[src/rtl/ov5640_pkg.sv]
// Shared types and constants for the OV5640 SCCB write master.
package ov5640_pkg;

  typedef enum logic [2:0] {
    IDLE,
    START,
    BIT,
    ACK,
    STOP,
    GAP
  } sccb_state_t;

  localparam int         SCCB_BYTES      = 4;
  localparam logic [7:0] OV5640_DEV_ADDR = 8'h78;

  // One queued register write
  typedef struct packed {
    logic [15:0] addr;
    logic [7:0]  data;
  } sccb_cmd_t;

endpackage

[src/rtl/sccb_qtick_gen.sv]
// Quarter-bit timebase: divider 0..CLK_DIV-1 plus a 2-bit quarter index.
module sccb_qtick_gen #(
  parameter int CLK_DIV = 125
) (
  input  logic       clk_i,
  input  logic       rst_i,
  input  logic       en_i,    // count only while a transaction is active
  input  logic       clr_i,   // restart divider and quarter index
  input  logic       qclr_i,  // next quarter index is 0 (state change on this qtick)
  output logic       qtick_o,
  output logic [1:0] qcnt_o
);

  localparam int DW = (CLK_DIV > 1) ? $clog2(CLK_DIV) : 1;

  logic [DW-1:0] div_q;
  logic [1:0]    q_q;

  assign qtick_o = en_i && (div_q == DW'(CLK_DIV - 1));
  assign qcnt_o  = q_q;

  // Divider wraps on qtick; quarter index advances or restarts with it
  always_ff @(posedge clk_i) begin
    if (rst_i || clr_i) begin
      div_q <= '0;
      q_q   <= '0;
    end else if (en_i) begin
      if (qtick_o) begin
        div_q <= '0;
        q_q   <= qclr_i ? 2'd0 : q_q + 2'd1;
      end else begin
        div_q <= div_q + DW'(1);
      end
    end
  end

endmodule

[src/rtl/sccb_master_ov5640.sv]
// SCCB 3-phase write master: 2-entry command queue feeding a quarter-bit
// sequenced START / 4 bytes + X bit / STOP / bus-free GAP engine.
module sccb_master_ov5640 import ov5640_pkg::*; #(
  parameter int         CLK_DIV      = 125,
  parameter logic [7:0] DEV_ADDR     = OV5640_DEV_ADDR,
  parameter int         GAP_QUARTERS = 4,
  parameter bit         ACK_CHECK    = 1'b1
) (
  input  logic        clk_sys,
  input  logic        reset,
  input  logic        start_ov5640,
  input  logic [15:0] address_ov5640,
  input  logic [7:0]  data_ov5640,
  output logic        ready_ov5640,
  output logic        sioc,
  output logic        siod_oe,
  input  logic        siod_in,
  output logic        busy,
  output logic        done,
  output logic        ack_err,
  output logic        ovf_err,
  input  logic        err_clr
);

  localparam int GW = (GAP_QUARTERS > 1) ? $clog2(GAP_QUARTERS) : 1;

  sccb_state_t   state_q, state_d;
  sccb_cmd_t     cmd_q [2];
  logic [1:0]    cnt_q;
  logic [31:0]   shift_q, shift_d;
  logic [2:0]    bit_cnt_q, bit_cnt_d;
  logic [1:0]    byte_cnt_q, byte_cnt_d;
  logic [GW-1:0] gap_cnt_q, gap_cnt_d;
  logic          sioc_q, sioc_d, siod_oe_q, siod_oe_d;
  logic          busy_q, busy_d, done_q, done_d;
  logic          ready_q, ack_err_q, ovf_err_q;
  logic          pop, push, drop, ack_set, tclr, qclr;
  logic          qtick;
  logic [1:0]    qcnt;

  sccb_qtick_gen #(.CLK_DIV(CLK_DIV)) u_qtick (
    .clk_i   (clk_sys),
    .rst_i   (reset),
    .en_i    (state_q != IDLE),
    .clr_i   (tclr),
    .qclr_i  (qclr),
    .qtick_o (qtick),
    .qcnt_o  (qcnt)
  );

  // Pop is held off while a strobe lands, so push and pop never coincide
  // and a burst of strobes fills both slots before the first is consumed.
  assign push = start_ov5640 && (cnt_q != 2'd2);
  assign drop = start_ov5640 && (cnt_q == 2'd2);

  // Command queue: head always in slot 0
  always_ff @(posedge clk_sys) begin
    if (reset) begin
      cnt_q    <= '0;
      cmd_q[0] <= '0;
      cmd_q[1] <= '0;
    end else if (pop) begin
      cmd_q[0] <= cmd_q[1];
      cnt_q    <= cnt_q - 2'd1;
    end else if (push) begin
      cmd_q[cnt_q[0]] <= '{addr: address_ov5640, data: data_ov5640};
      cnt_q           <= cnt_q + 2'd1;
    end
  end

  // Next-state and pin sequencing; every pin change is qualified by qtick
  always_comb begin
    state_d    = state_q;
    shift_d    = shift_q;
    bit_cnt_d  = bit_cnt_q;
    byte_cnt_d = byte_cnt_q;
    gap_cnt_d  = gap_cnt_q;
    sioc_d     = sioc_q;
    siod_oe_d  = siod_oe_q;
    busy_d     = busy_q;
    done_d     = 1'b0;
    ack_set    = 1'b0;
    pop        = 1'b0;
    tclr       = 1'b0;
    qclr       = 1'b0;
    case (state_q)
      IDLE: begin
        sioc_d    = 1'b1;
        siod_oe_d = 1'b0;
        if (cnt_q != 2'd0 && !start_ov5640) begin
          pop     = 1'b1;
          tclr    = 1'b1;
          shift_d = {DEV_ADDR, cmd_q[0].addr, cmd_q[0].data};
          busy_d  = 1'b1;
          state_d = START;
        end
      end
      START: if (qtick) begin
        if (qcnt == 2'd0) begin
          siod_oe_d = 1'b1;
        end else begin
          qclr       = 1'b1;
          byte_cnt_d = 2'd0;
          bit_cnt_d  = 3'd7;
          state_d    = BIT;
        end
      end
      BIT: if (qtick) begin
        case (qcnt)
          2'd0: sioc_d    = 1'b0;
          2'd1: siod_oe_d = ~shift_q[31];
          2'd2: sioc_d    = 1'b1;
          default: begin
            shift_d = {shift_q[30:0], 1'b0};
            if (bit_cnt_q == 3'd0) state_d = ACK;
            else                   bit_cnt_d = bit_cnt_q - 3'd1;
          end
        endcase
      end
      ACK: if (qtick) begin
        case (qcnt)
          2'd0: sioc_d    = 1'b0;
          2'd1: siod_oe_d = 1'b0;
          2'd2: sioc_d    = 1'b1;
          default: begin
            ack_set = ACK_CHECK && siod_in;
            if (byte_cnt_q == 2'(SCCB_BYTES - 1)) begin
              state_d = STOP;
            end else begin
              byte_cnt_d = byte_cnt_q + 2'd1;
              bit_cnt_d  = 3'd7;
              state_d    = BIT;
            end
          end
        endcase
      end
      STOP: if (qtick) begin
        case (qcnt)
          2'd0: begin
            sioc_d    = 1'b0;
            siod_oe_d = 1'b1;
          end
          2'd1: sioc_d = 1'b1;
          default: begin
            siod_oe_d = 1'b0;
            qclr      = 1'b1;
            gap_cnt_d = '0;
            state_d   = GAP;
          end
        endcase
      end
      GAP: if (qtick) begin
        if (gap_cnt_q == GW'(GAP_QUARTERS - 1)) begin
          done_d  = 1'b1;
          busy_d  = 1'b0;
          state_d = IDLE;
        end else begin
          gap_cnt_d = gap_cnt_q + GW'(1);
        end
      end
      default: state_d = IDLE;
    endcase
  end

  // Engine state and pin registers; reset releases the bus immediately
  always_ff @(posedge clk_sys) begin
    if (reset) begin
      state_q    <= IDLE;
      shift_q    <= '0;
      bit_cnt_q  <= '0;
      byte_cnt_q <= '0;
      gap_cnt_q  <= '0;
      sioc_q     <= 1'b1;
      siod_oe_q  <= 1'b0;
      busy_q     <= 1'b0;
      done_q     <= 1'b0;
    end else begin
      state_q    <= state_d;
      shift_q    <= shift_d;
      bit_cnt_q  <= bit_cnt_d;
      byte_cnt_q <= byte_cnt_d;
      gap_cnt_q  <= gap_cnt_d;
      sioc_q     <= sioc_d;
      siod_oe_q  <= siod_oe_d;
      busy_q     <= busy_d;
      done_q     <= done_d;
    end
  end

  // Handshake and sticky error flags; a new error beats a same-cycle clear
  always_ff @(posedge clk_sys) begin
    if (reset) begin
      ready_q   <= 1'b0;
      ack_err_q <= 1'b0;
      ovf_err_q <= 1'b0;
    end else begin
      ready_q   <= (cnt_q == 2'd0) && (state_q == IDLE) && !start_ov5640;
      ack_err_q <= ack_set || (ack_err_q && !err_clr);
      ovf_err_q <= drop || (ovf_err_q && !err_clr);
    end
  end

  assign ready_ov5640 = ready_q;
  assign sioc         = sioc_q;
  assign siod_oe      = siod_oe_q;
  assign busy         = busy_q;
  assign done         = done_q;
  assign ack_err      = ack_err_q;
  assign ovf_err      = ovf_err_q;

endmodule

[config.mk]
export PLATFORM = sky130hd
export DESIGN_NAME = sccb_master_ov5640
export DESIGN_NICKNAME = d
export VERILOG_FILES = /design/src/rtl/ov5640_pkg.sv /design/src/rtl/sccb_qtick_gen.sv /design/src/rtl/sccb_master_ov5640.sv
export SDC_FILE = /design/constraint.sdc
export NUM_CORES = 1
export LEC_CHECK = 0
export ABC_CLOCK_PERIOD_IN_PS = 4900
export CORE_MARGIN = 2
export CORE_UTILIZATION = 50
export CTS_BUF_LIST = sky130_fd_sc_hd__clkbuf_8
export DETAILED_ROUTE_END_ITERATION = 8
export DONT_BUFFER_PORTS = 1
export GPL_ROUTABILITY_DRIVEN = 0
export PLACE_DENSITY_LB_ADDON = 0.3
export SYNTH_ARGS = -nofsm -noshare
export SYNTH_HDL_FRONTEND = slang
export SYNTH_SLANG_ARGS = --single-unit
[constraint.sdc]
create_clock -name clk_sys -period 4.9 [get_ports clk_sys]
set_clock_uncertainty 0.2 [all_clocks]
set_input_delay 0.735 -clock clk_sys [delete_from_list [all_inputs] [get_ports clk_sys]]
set_output_delay 0.735 -clock clk_sys [all_outputs]
set_load 0.02 [all_outputs]
# Yosys cells after proc, flatten, opt, wreduce, memory -nomap -nowiden

Memories as Yosys holds them, arrays and structs flattened.
Cells that the tools add are included.

Memories kept: 1
Word-level logic and storage cells: 186
Memory bits (writable): 48
Input bits: 29
Bits in registers: 60

Bitwise gates (word level): 4
Equal/unequal tests: 34
Reduce and logical (&&, ||, !) cells: 41
Multiplexer cells: 84
$add $sub $neg: 7

Memories:

| memory | depth | width | read ports | clocked after Yosys merged registers in | wr ports | line                     | text |
|---|---|---|---|---|---|---|---|
| cmd_q  | 2     | 24    | 2          | 0                                       | 2        | sccb_master_ov5640.sv:28 | `sccb_cmd_t cmd_q [2];` |

Operators with widths:

| cell                                        | count |
|---|---|
| 2-to-1 mux 32 bit                           | 3 |
| one-hot mux 32 bit (2 select lines)         | 1 |
| 2-to-1 mux 3 bit                            | 21 |
| 2-to-1 mux 24 bit                           | 2 |
| != test 2 bit, second input constant        | 20 |
| 2-to-1 mux 1 bit                            | 33 |
| 2-to-1 mux 2 bit                            | 12 |
| OR reduction 24 bit                         | 1 |
| one-hot mux 3 bit (6 select lines)          | 1 |
| AND reduction 9 bit                         | 2 |
| AND reduction 12 bit                        | 1 |
| nonzero test 2 bit                          | 6 |
| one-hot mux 1 bit (2 select lines)          | 5 |
| AND reduction 5 bit                         | 2 |
| one-hot mux 3 bit (3 select lines)          | 1 |
| nonzero test 3 bit                          | 3 |
| adder 2 x 1 -> 2 bit, second input constant | 4 |
| equality test 2 bit, second input constant  | 4 |
| logical AND 1 bit                           | 8 |
| one-hot mux 2 bit (2 select lines)          | 2 |
| AND reduction 4 bit                         | 2 |
| adder 7 x 1 -> 7 bit, second input constant | 1 |
| equality test 7 bit, second input constant  | 1 |
| 2-to-1 mux 7 bit                            | 1 |
| 22 further kinds                            | 33 |

# Longest topological paths before layout

Gate-level depths: netlist of the first run.

Word-level depth: 9
Gate-level depth with buffers: 9
Depth with buffers taken out: 7

# Cells and area by module

A second synthesis of the first run with hierarchy kept.

Cell total of the unflattened synthesis: 523
Area, all modules: 5133.7 um2

Modules (own cells, without submodules):

| module             | cells each | instances | area an instance (um2) |
|---|---|---|---|
| sccb_master_ov5640 | 474        | 1         | 4688.2 |
| sccb_qtick_gen     | 49         | 1         | 445.4 |

# Worst setup path after synthesis of the first run

OpenSTA, ideal clock, no wires.

Kind: reg2reg
Start point: register state_q[1]
End point: memory cmd_q[0][0] (netlist bit) (enable)
Buffers on the path: 1
Stages on the path, launching flop included: 6
Arrival time: 1731 ps
Slack: 2588 ps
Cells stage by stage: dfxtp_1 > buf_6 > or3_4 > nor3_4 > a21oi_1 > nand2_1

RTL lines:

| element                  | line                      | text |
|---|---|---|
| start: declaration       | sccb_master_ov5640.sv:27  | `sccb_state_t state_q, state_d;` |
| start signal: assignment | sccb_master_ov5640.sv:178 | `state_q <= state_d;` |
| end: declaration         | sccb_master_ov5640.sv:28  |  |

# Worst setup path after layout of the first run

Start point: register state_q[0]
End point: register state_q[1]

Longest elaborated chain between the ends: 4
Elaborated cells between the ends (all ways): 22

RTL lines:

| element                               | line                     | text |
|---|---|---|
| nonzero test 3 bit                    | sccb_master_ov5640.sv:44 | `.en_i (state_q != IDLE),` |
| logical AND 1 bit                     | sccb_qtick_gen.sv:19     | `assign qtick_o = en_i && (div_q == DW'(CLK_DIV - 1));` |
| != test 2 bit (no source line)        | n/a                      |  |
| AND reduction 12 bit (no source line) | n/a                      |  |

Parallel ways exist; a longest one is shown, timed or not.
A chain may end at the register's enable or synchronous reset.

==> results.yml, run 1 <==
sta:
  hold_viol_final: 0
  period_share_pct: 64.83
  finalWorstSetupSlack_ns: 1.723
  period_minus_slack_ns: 3.177
  tightest_slew_ns: 1.242
  rsz0062_at_grt: "false"
  drv_slew: 0
  setup-violations-final: 0
  relSlewSlack_pct: 17.22
  hold_ws_ns: 0.2223
  finalSetupTns_ns: 0
  fmax_ghz: 0.3148
cells_and_area:
  drive_above_1_share_pct: 16.16
  antennaDiodeCount: 0
  area_growth_pct: 2.589
  nFillCells: 893
  final_common_cell: "nand2_1"
  multi_input_area_um2: 2288
  nets: 523
  final_util_pct: 52.34
  ff_latch_area_um2: 2643
  final_cell_mix: "nand2_1 (66), dfxtp_1 (60), edfxtp_1 (48), nor2_1 (41), mux2i_1 (27)"
grt:
  antenna_found_initial: 0
  grt_pass1_wl_um: 15350
  gr-total-overflow: 0
  grt_util_all_layers_pct: 16.88
  grt_max_degree: 58
  grt_pass1_vias: 3275
worst_setup_path:
  cp.required_ns: 4.98
  worstPathArrival_ns: 3.26
  crit_path_cell_trace: "or3b_2 -> a31oi_1 -> nor4_1 -> a41oi_1 -> nor3_1"
  startpoint: "state_q[0]"
  crit_path_max_fanout: 32
  setup.worst_path.end_class: "flip-flop"
  path_class: "flip-flop to flip-flop"
  cp-start-kind: "flip-flop"
  r2r_start: "state_q[0]"
  cp_slowest_cell: "or3b_2"
  slowest_delay_ns: 0.87
synthesis:
  synth-simple-area-share_pct: 19.15
  async_flop_share_pct: 0
  synth_compound_area_share_pct: 16.28
  synthDistinctLibCells: 56
  yosys-top-cells-area: "edfxtp_1 (28%), dfxtp_1 (23%), mux2i_1 (5.2%)"
  ys_warn_count: 0
  synth_ff_type: "dfxtp_1"
  synth_top_area_share_pct: 27.61
  synth_mux_area_share_pct: 5.177
  synthCells: 510
  synth_adder_area_share_pct: 2.397
  synth-edff-count: 48
  synth-xor-area-share_pct: 0.8389
  ys_seq_area_share_pct: 50.62
  syn_area_um2: 5220
  ys_ff_latch: 108
  synth_top_area_cell: "edfxtp_1"
  syn_area_per_cell_um2: 10.24
  syn_nets: 549
  synth_top_family_by_area: "simple AND/OR/NAND/NOR gates"
power_and_ir_drop:
  power_frac_clock_pct: 28.5
  power_mw: 1.772
  vdd_drop_max_uv: 173.3
  switching_share_pct: 27.56
  power_frac_comb_pct: 11.5
  p_leak_nw: 2.028
  power_density_nw_per_um2: 330.8
  p_sw_uw: 488.2
  cell_internal_pwr_mw: 1.283
  p_seq_share_pct: 60.0
drt:
  num_vias: 3493
  via_per_inst: 5.589
  drt_iter0_drc: 267
  drc_errors: 0
  routedWlPerCell_um: 14.46
  drtAntennaViolNets: 0
  first_pass_iters: 4
  wl_um: 9036
placement:
  hpwl_um: 6118
  post-place-ws_ns: 1.838
  io_buffers: 0
clock_network:
  clk_latency_ns: 0.36
  postCtsHoldBufs: 0
  cts_tree: "yes"
  htreeDepth: 3
  ctsResizeCount: 0
  root_buffer: "clkbuf_8"
  post_cts_buffers: 0
  clk_pin_slew_ns: 0.11
  cts_max_path_buffers: 2
  cts_buffers: 9
  clock_sink_count: 108
job:
  drv_cap: 0
floorplan:
  fp.dieW_um: 106.2
  rows: 37
  die_height_um: 106.2
  die_area_um2: 11270
  core_area_um2: 10230
  boundaryPins: 36
  initial_core_util_pct: 51.02
hold_path:
  worstHoldStart: "reset"
  min-delay-path-class: "input port to flip-flop"
status:
  status: "completed"
-- critical path: cells and delay by family (launching register included) --
family / cells / cell delay, ns
and+or+nand+nor: 3 / 1.78
AOI/OAI and AO/OA: 2 / 0.32
DFF: 1 / 0.79
-- logic make-up after synthesis --
logic type,Yosys count
buffers and inverters,53
flip-flops,108
AO/OA/AOI/OAI,105
XOR/XNOR,5
AND/OR/NAND/NOR,202
multiplexers,27
adder cells (fa/ha/maj),10
-- routing by layer --
layer  wire length, um  GRT usage, %
met1              4391         23.66
met2              4238         26.19
met3               339         2.514
met4                67         7.049
met5                 0             0
-- registers in the layout, indices dropped and copies added, names as in the netlist, 3 cells and up --
signal / count
bit_cnt_q: 3
u_qtick.div_q: 7
state_q: 3
shift_q: 32
cmd_q: 48
-- stage by stage --
| stage | cells | area (um2) |
|---|---|---|
| 2_1_floorplan | 510 | 5220 |
| 3_3_place_gp | 609 | 5172 |
| 3_5_place_dp | 609 | 5172 |
| 4_1_cts | 625 | 5355 |
| 5_1_grt | 625 | 5355 |
| 6_report | 625 | 5355 |
-- power groups by stage --
stage | clock network, mW | logic (mW) | registers (mW)
3_5_place_dp | 0 | 0.204 | 1.08
4_1_cts | 0.521 | 0.204 | 1.06
3_3_place_gp | 0 | 0.196 | 1.08
5_1_grt | 0.554 | 0.231 | 1.07
6_report | 0.506 | 0.204 | 1.06
2_1_floorplan | 0 | 0.213 | 1.06
-- synth_stat cells, types with 3 or more instances --
library cell / instances
buf_6: 7
nand2_1: 66
nor3_1: 18
nand4_1: 4
edfxtp_1: 48
nor2b_1: 5
clkbuf_1: 21
mux2i_1: 27
nand2b_1: 7
buf_2: 6
or3_4: 3
xor2_1: 3
nand3_1: 9
a21oi_1: 21
ha_1: 10
o21a_1: 4
o21ai_0: 9
a31oi_1: 6
a211oi_2: 19
and3_1: 25
a211oi_1: 5
a21oi_2: 21
nor2_2: 10
dfxtp_1: 60
nor2_1: 41
inv_1: 13
-- path summary, 6_finish.rpt --
path | endpoint | slack, ns | cells past startpoint
worst max-delay path | state_q[1] | 1.72 | 5
worst min-delay path | byte_cnt_q[1] | 0.22 | 1
worst max register to register | state_q[1] | 1.72 | 5
worst min register to register | shift_q[26] | 0.26 | 2
-- final cells by class --
cell class              count  share of cell area [%]
multi-input cells         349                   42.73
flip-flops and latches    108                   49.35
well taps                 136                   3.178
inverters                  13                  0.9112
repair buffers              3                  0.4206
clock inverters             7                   1.098
clock buffers               9                   2.313
Note: power is estimated with default switching activity, not from simulation.
==> run 2, diff against run 1 <==
--- a/config.mk
+++ b/config.mk
@@ -5,7 +5,7 @@
 export SDC_FILE = /design/constraint.sdc
 export NUM_CORES = 1
 export LEC_CHECK = 0
-export ABC_CLOCK_PERIOD_IN_PS = 4900
+export ABC_CLOCK_PERIOD_IN_PS = 2800
 export CORE_MARGIN = 2
 export CORE_UTILIZATION = 50
 export CTS_BUF_LIST = sky130_fd_sc_hd__clkbuf_8
==> constraint.sdc (replaced) <==
create_clock -name clk_sys -period 2.8 [get_ports clk_sys]
set_clock_uncertainty 0.2 [all_clocks]
set_input_delay 0.42 -clock clk_sys [delete_from_list [all_inputs] [get_ports clk_sys]]
set_output_delay 0.42 -clock clk_sys [all_outputs]
set_load 0.02 [all_outputs]
==> run 2 against run 1 <==
Cell area up 2.8%. Sequential power grew 73%. Largest cell class unchanged. Via count up 1.3%. Core utilization rose by 1.5 points. Largest power group unchanged. Worst hold slack worse by 0.21 ns. Sequential share of layout area down 1.3 points.
==> results.yml, run 2 (synthesis gave the netlist of run 1 again) <==
power_and_ir_drop:
  power_density_nw_per_um2: 573.0
  p_leak_nw: 2.103
  power_frac_clock_pct: 28.3
  vdd_drop_max_uv: 306.3
  power_mw: 3.154
  power_frac_comb_pct: 13.7
  p_seq_share_pct: 58.0
  p_sw_uw: 881.4
  switching_share_pct: 27.95
  cell_internal_pwr_mw: 2.272
worst_setup_path:
  ff2ff_path_depth: 6
  setup.worst_path.end_class: "flip-flop"
  cp-start-kind: "flip-flop"
  crit_path_cell_trace: "nor3_2 -> buf_4 -> o21a_1 -> nor4_1 -> a41oi_1 -> nor3_1"
  slowest_delay_ns: 0.64
  cp_slowest_cell: "nor4_1"
  crit_path_max_fanout: 13
  path_class: "flip-flop to flip-flop"
  reg2reg_to: "state_q[1]"
  r2r_start: "state_q[2]"
  cp.required_ns: 2.89
  reg2reg_slack_ns: 0.41
  worstPathArrival_ns: 2.48
floorplan:
  die_area_um2: 11270
  rows: 37
  initial_core_util_pct: 51.02
  die_height_um: 106.2
  core_area_um2: 10230
  fp.dieW_um: 106.2
  boundaryPins: 36
drt:
  drt_iter0_drc: 216
  via_per_inst: 5.527
  drtAntennaViolNets: 0
  num_vias: 3537
  first_pass_iters: 4
  routedWlPerCell_um: 14.54
  drc_errors: 0
  wl_um: 9304
sta:
  relSlewSlack_pct: 52.65
  tightest_slew_ns: 0.7037
  period_minus_slack_ns: 2.389
  drv_slew: 0
  setup-violations-final: 0
  finalSetupTns_ns: 0
  hold_viol_final: 0
  period_share_pct: 85.33
  rsz0062_at_grt: "false"
  fmax_ghz: 0.4186
grt:
  grt_util_all_layers_pct: 17.75
  antenna_found_initial: 0
  grt_max_degree: 53
  gr-total-overflow: 0
  grt_pass1_wl_um: 16020
  grt_pass1_vias: 3415
clock_network:
  root_buffer: "clkbuf_8"
  clock_sink_count: 108
  clk_latency_ns: 0.37
  htreeDepth: 3
  cts_max_path_buffers: 2
  cts_buffers: 9
  cts_tree: "yes"
  ctsResizeCount: 0
  clk_pin_slew_ns: 0.11
cells_and_area:
  reg.largest.list: "cmd_q: 48 flops, shift_q: 32 flops, u_qtick.div_q: 7 flops"
  area_growth_pct: 5.441
  final_cell_mix: "nand2_1 (66), dfxtp_1 (60), edfxtp_1 (48), nor2_1 (41), mux2i_1 (27)"
  drive_above_1_share_pct: 18.25
  final_common_cell: "nand2_1"
  antennaDiodeCount: 0
  largest_reg_flops: 48
  regMostFlops: "cmd_q"
  nets: 538
hold_path:
  hold_path_end: "ovf_err"
  worstHoldStart: "err_clr"
  min-delay-path-class: "input port to flip-flop"
  worstHoldPathCells: 2
placement:
  io_buffers: 0
  hpwl_um: 6274
job:
  drv_cap: 0
status:
  status: "completed"
## run 2: critical path: cells and delay by family (launching register included)
kind / cells / cell delay [ns]
AO/OA/AOI/OAI: 2 / 0.34
buffers and inverters: 1 / 0.19
flip-flops: 1 / 0.61
AND/OR/NAND/NOR: 3 / 0.96
## run 2: what timing repair did
action,4_1_cts,5_1_grt
hold buffers,2,0
endpoints found under the hold margin,53,0
setup buffers,0,0
## run 2: area by class of cell
class	count	area, um2
inverter	13	48.80
fill	895	4727
multi-input combinational	349	2288
clock buffer	9	123.9
tap	136	170.2
sequential	108	2643
clock inverter	7	60.06
timing repair buffer	18	170.2
## run 2: power by group through the flow
stage	Combinational (mW)	Clock (mW)	Sequential (mW)
after floorplan	0.372	0	1.85
after global placement	0.397	0	1.86
after detailed placement	0.412	0	1.87
after CTS	0.433	0.919	1.83
after global routing	0.481	0.982	1.84
final	0.432	0.892	1.83
## run 2: metal layers
layer	track usage, %	wire length (um)
met1	24.03	4467
met2	27.93	4265
met3	3.311	409
met4	7.613	161
met5	0	0
## run 2: worst max-delay path by stage
stage | startpoint | end | slack, ns
after floorplan | state_q[1] | cmd_q[0][0] | 0.49
after global placement | state_q[2] | state_q[1] | 0.55
after detailed placement | state_q[2] | state_q[1] | 0.49
after CTS | state_q[2] | state_q[1] | 0.43
after global routing | state_q[2] | state_q[1] | 0.25
final | state_q[2] | state_q[1] | 0.41
## run 2: metrics by stage
| stage | instance area (um2) | hold slack [ns] | setup WS, ns | cells | util, % |
|---|---|---|---|---|---|
| 3_3_place_gp | 5283 | 0.2331 | 0.5517 | 622 | 51.63 |
| 4_1_cts | 5504 | 0.000004163 | 0.4340 | 640 | 53.80 |
| 6_report | 5504 | 0.01006 | 0.4108 | 640 | 53.80 |
| 3_5_place_dp | 5283 | 0.2407 | 0.4902 | 622 | 51.63 |
| 2_1_floorplan | 5220 | 0.2187 | 0.4876 | 510 | - |
| 5_1_grt | 5504 | 0.01860 | 0.2490 | 640 | 53.80 |
==> run 3, diff against run 2 <==
--- a/config.mk
+++ b/config.mk
@@ -9,6 +9,7 @@
 export CORE_MARGIN = 2
 export CORE_UTILIZATION = 50
 export CTS_BUF_LIST = sky130_fd_sc_hd__clkbuf_8
+export CTS_CLUSTER_DIAMETER = 50
 export DETAILED_ROUTE_END_ITERATION = 8
 export DONT_BUFFER_PORTS = 1
 export GPL_ROUTABILITY_DRIVEN = 0
==> results of run 3 <==
No change in the layout: final DEF, timing and power equal those of run 2.
